File: config.mk
export PLATFORM = sky130hd
export DESIGN_NAME = spike_rate_encoder
export DESIGN_NICKNAME = d
export VERILOG_FILES = /design/src/rtl/spike_rate_encoder.sv
export SDC_FILE = /design/constraint.sdc
export NUM_CORES = 1
export LEC_CHECK = 0
export CAP_MARGIN = 20
export CORE_MARGIN = 8
export CORE_UTILIZATION = 65
export DETAILED_ROUTE_END_ITERATION = 10
export DONT_BUFFER_PORTS = 1
export PLACE_DENSITY = 0.81
export SLEW_MARGIN = 20
export SYNTH_ARGS = -nofsm -noshare
export SYNTH_HDL_FRONTEND = slang
export SYNTH_SLANG_ARGS = --single-unit
export TNS_END_PERCENT = 20
File: constraint.sdc
create_clock -name clk -period 3.9 [get_ports clk]
set_input_delay 0.78 -clock clk [delete_from_list [all_inputs] [get_ports clk]]
set_output_delay 0.78 -clock clk [all_outputs]
set_load 0.1 [all_outputs]
File: src/rtl/spike_rate_encoder.sv
// Converts an intensity value into an evenly spaced spike train over a WINDOW-cycle window.
// Spike placement uses accumulate-and-subtract, so a window carries min(value, WINDOW) spikes.
module spike_rate_encoder #(
  parameter int unsigned VAL_W  = 5,
  parameter int unsigned WINDOW = 16
) (
  input  logic                             clk,
  input  logic                             rst,
  input  logic                             in_valid,
  output logic                             in_ready,
  input  logic [VAL_W-1:0]                 in_value,
  input  logic                             abort,
  output logic                             spike_out,
  output logic                             busy,
  output logic                             done,
  output logic [$clog2(WINDOW+1)-1:0]      spike_count
);

  localparam int unsigned CW = $clog2(WINDOW + 1);
  localparam int unsigned AW = $clog2(2 * WINDOW);
  localparam int unsigned EW = (VAL_W > CW) ? VAL_W : CW;

  typedef enum logic {StIdle, StRun} state_e;

  state_e          r_state;
  logic [CW-1:0]   r_val;
  logic [AW-1:0]   r_acc;
  logic [CW-1:0]   r_slot;
  logic [CW-1:0]   r_count;
  logic            r_spike;
  logic            r_busy;
  logic            r_done;

  state_e          w_state_nxt;
  logic [CW-1:0]   w_val_nxt;
  logic [AW-1:0]   w_acc_nxt;
  logic [CW-1:0]   w_slot_nxt;
  logic [CW-1:0]   w_count_nxt;
  logic            w_spike_nxt;
  logic            w_busy_nxt;
  logic            w_done_nxt;

  logic [EW-1:0]   w_in_ext;
  logic [CW-1:0]   w_val_sat;
  logic [AW-1:0]   w_sum;

  assign w_in_ext  = EW'(in_value);
  assign w_val_sat = (w_in_ext > EW'(WINDOW)) ? CW'(WINDOW) : CW'(w_in_ext);
  // acc < WINDOW and val <= WINDOW, so the sum stays below 2*WINDOW and fits AW bits.
  assign w_sum     = r_acc + AW'(r_val);

  always_comb begin
    w_state_nxt = r_state;
    w_val_nxt   = r_val;
    w_acc_nxt   = r_acc;
    w_slot_nxt  = r_slot;
    w_count_nxt = r_count;
    w_spike_nxt = 1'b0;
    w_busy_nxt  = r_busy;
    w_done_nxt  = 1'b0;

    unique case (r_state)
      StIdle: begin
        w_busy_nxt = 1'b0;
        if (in_valid) begin
          w_state_nxt = StRun;
          w_val_nxt   = w_val_sat;
          w_acc_nxt   = '0;
          w_slot_nxt  = '0;
          w_count_nxt = '0;
          w_busy_nxt  = 1'b1;
        end
      end
      StRun: begin
        if (abort) begin
          // Abort beats a coincident final slot: no spike, no done.
          w_state_nxt = StIdle;
          w_busy_nxt  = 1'b0;
        end else begin
          if (w_sum >= AW'(WINDOW)) begin
            w_spike_nxt = 1'b1;
            w_acc_nxt   = w_sum - AW'(WINDOW);
            w_count_nxt = r_count + CW'(1);
          end else begin
            w_acc_nxt   = w_sum;
          end
          w_slot_nxt = r_slot + CW'(1);
          if (r_slot == CW'(WINDOW - 1)) begin
            w_done_nxt  = 1'b1;
            w_state_nxt = StIdle;
            w_busy_nxt  = 1'b0;
          end
        end
      end
      default: begin
        w_state_nxt = StIdle;
        w_busy_nxt  = 1'b0;
      end
    endcase
  end

  always_ff @(posedge clk) begin
    if (rst) begin
      r_state <= StIdle;
      r_val   <= '0;
      r_acc   <= '0;
      r_slot  <= '0;
      r_count <= '0;
      r_spike <= 1'b0;
      r_busy  <= 1'b0;
      r_done  <= 1'b0;
    end else begin
      r_state <= w_state_nxt;
      r_val   <= w_val_nxt;
      r_acc   <= w_acc_nxt;
      r_slot  <= w_slot_nxt;
      r_count <= w_count_nxt;
      r_spike <= w_spike_nxt;
      r_busy  <= w_busy_nxt;
      r_done  <= w_done_nxt;
    end
  end

  assign in_ready    = (r_state == StIdle);
  assign spike_out   = r_spike;
  assign busy        = r_busy;
  assign done        = r_done;
  assign spike_count = r_count;

endmodule

==> impl_metrics.ini <==
[worst_setup_path]
path_max_fanout = 10
worstReg2RegEnd = spike_count[4]
setup.worst_path.class = reg -> reg
crit_path_start_kind = flop
crit_arrival_ps = 2520
cp_cell_sequence = ha_1, inv_1, fa_1, nand2b_1, a2111oi_2, o21ba_1, a32o_1, a22o_1
cp_data_required_time_ps = 4120
rr_startpoint = r_acc[0]
crit_slowest_cell = dfxtp_1
slowest_delay_ps = 370
endpoint_kind = flop
ff2ff_path_depth = 8
r2r_slack_ps = 1600

[global_route]
grt_pass1_wl_mm = 3.705
use_met2_pct = 22.83
grt-ovfl-total = 0
antenna_found_initial = 0
grt_use_met3_pct = 3.532
grt_pass1_vias = 829
grt_max_degree = 23
grt.met1_usage_pct = 16.99
grt_busiest_layer = met2
grt_use_total_pct = 13.90

[synthesis]
synth_edf_count = 0
yosysMostFrequentCell = dfxtp_1
synth_top_cell_by_area = dfxtp_1
synth_area_leaders = dfxtp_1, ha_1, a21oi_1
ys.warnings.count = 0
avgSynthCellArea_sq_um = 8.778
syn_nets = 146
synth_seq_area_share_pct = 42.43
synth_cell_types = 32
synth_top_area_share_pct = 42.43
synth_area_sq_um = 1132
synthTopCellsByCount = dfxtp_1, nor2_1, a21oi_1
synth_cells = 129
synth-async-reset-ratio_pct = 0
synth_ff_type = dfxtp_1
synth-seq-cells = 24

[power]
total_leakage_power_nw = 0.4724
powerDensity_nw_per_um2 = 401.7
irDropWorstVdd_v = 0.0002436

[placement]
preCtsSetupSlack_ps = 1631
gp_congestion = 0.7983
dp.cells = 140
io_buffers = 0
hpwlAfterDp_mm = 1.661

[timing]
drv_slew = 0
fin_ws_ps = 1603
worst_clock_skew_ps = 8.686
hold_viol_final = 0
worst_pin_slew_ps = 1080
fin_setup_tns_ps = 0
grt_setup_unrepaired = false
slew_headroom_pct = 27.91
period_needed_ps = 2297
fin_crit_sh_pct = 58.90
fmax_mhz = 435.4
timing.hold.ws_ps = 462.8
setup_viol = 0

[floorplanning]
chipWidth_um = 57.74
die_y_um = 57.74
row_count = 15
die_area_sq_um = 3333
core_sq_um = 1689
start_util_pct = 67.04
pin_count = 18

[cells_and_area]
drive_gt1_share_pct = 6.299
diodes = 0
syn2layout_area_growth_pct = 3.204
nFillCells = 143
fin_cells = 144
final_util_pct = 69.19
layout.nets = 145

[clocking]
clk_latency_ps = 310
cts_buffers = 3
cts_buffer_depth = 2
ctsHoldBuffers = 0
clk_pin_slew_worst_paths_ps = 130
root_buffer = clkbuf_4
h-tree-depth = 1
cts_resized = 0
cts_tree = built
cts_setup_buffers = 0
cts.sinks = 24

[flow_run]
drv_cap = 0

[route]
dr.pass1.iters = 4
wirelength_mm = 2.225
vias = 873
drcViolationCount = 0
via_per_inst = 6.063
wl_per_cell_um = 15.45
ant_nets = 0
drt_iter0_drc = 32

[worst_hold_path]
min_from = r_val[3]
worstHoldPathCells = 2
hold_end = r_val[3]
min_path_type = reg -> reg

[outcome]
status = finished clean
-- how the worst max path moves through the flow --
stage / startpoint / end / slack [ps] / depth (start not counted)
2_1_floorplan: r_val[0] / spike_count[4] / 1740 / 9
3_3_place_gp: r_val[0] / spike_count[4] / 1700 / 8
3_5_place_dp: r_acc[0] / spike_count[4] / 1630 / 8
4_1_cts: r_acc[0] / spike_count[4] / 1600 / 8
5_1_grt: r_acc[0] / spike_count[2] / 1490 / 8
6_report: r_acc[0] / spike_count[4] / 1600 / 8
-- per-stage QoR --
step	instance area (sq um)	power (W)
floorplan	1132	0.0002955
global route	1169	0.0004889
global placement	1116	0.0002971
detailed placement	1116	0.0002981
finish	1169	0.0004694
CTS	1169	0.0004733
-- report_power, final --
| part | leakage (nW) | switching, W | internal, W |
|---|---|---|---|
| sequential | 0.194 | 0.0000103 | 0.000250 |
| clock | 0.0279 | 0.0000728 | 0.000104 |
| combinational | 0.250 | 0.0000227 | 0.00000993 |
| total | 0.472 | 0.000106 | 0.000364 |
-- logic make-up (layout without fill, tap and decap cells) --
kind of cell	Yosys count	in the layout	share of synthesized area (%)
AOI/OAI and AO/OA	27	27	16.24
xor gates and xnor gates	3	3	2.321
adders and majority gates	8	8	9.502
buffers and inverters	14	12	5.966
DFF	24	24	42.43
and+or+nand+nor	53	53	23.54
-- registers in the layout, indices dropped and copies added (netlist names) --
name / count
r_slot: 5
r_val: 5
r_acc: 5
spike_out: 1
spike_count: 5
busy: 1
done: 1
r_state: 1
-- final cells by class --
cell class	count	area (sq um)	share of cell area, %
inverters	8	30.03	2.570
well taps	17	21.27	1.820
multi-input cells	91	584.3	50.00
flip-flops and latches	24	480.5	41.11
clock buffers	3	22.52	1.927
clock inverters	1	30.03	2.570
-- worst max-delay path, delay by kind of cell, from the launching register on --
kind / cells / cell delay (ps)
buffers and inverters: 1 / 60
DFF: 1 / 370
AOI/OAI and AO/OA: 4 / 1050
and+or+nand+nor: 1 / 200
adders and majority gates: 2 / 540
-- placed cells by master, fill, tap and decap left out, types with 3 or more instances in the layout --
cell type	count
clkbuf_4	3
ha_1	7
and3_1	3
nand2_1	10
nand3_1	5
nand2b_1	3
dfxtp_1	24
a22oi_1	3
inv_1	8
a21oi_1	14
nor2_1	17
nand3b_1	4
-- per-layer routing --
metal / routed length [um] / up-vias
met5: 0 / -
met2: 1065 / 25
li1: - / 439
met3: 142 / 6
met4: 38 / 0
met1: 979 / 403
Power figures use the tool's default switching activity.
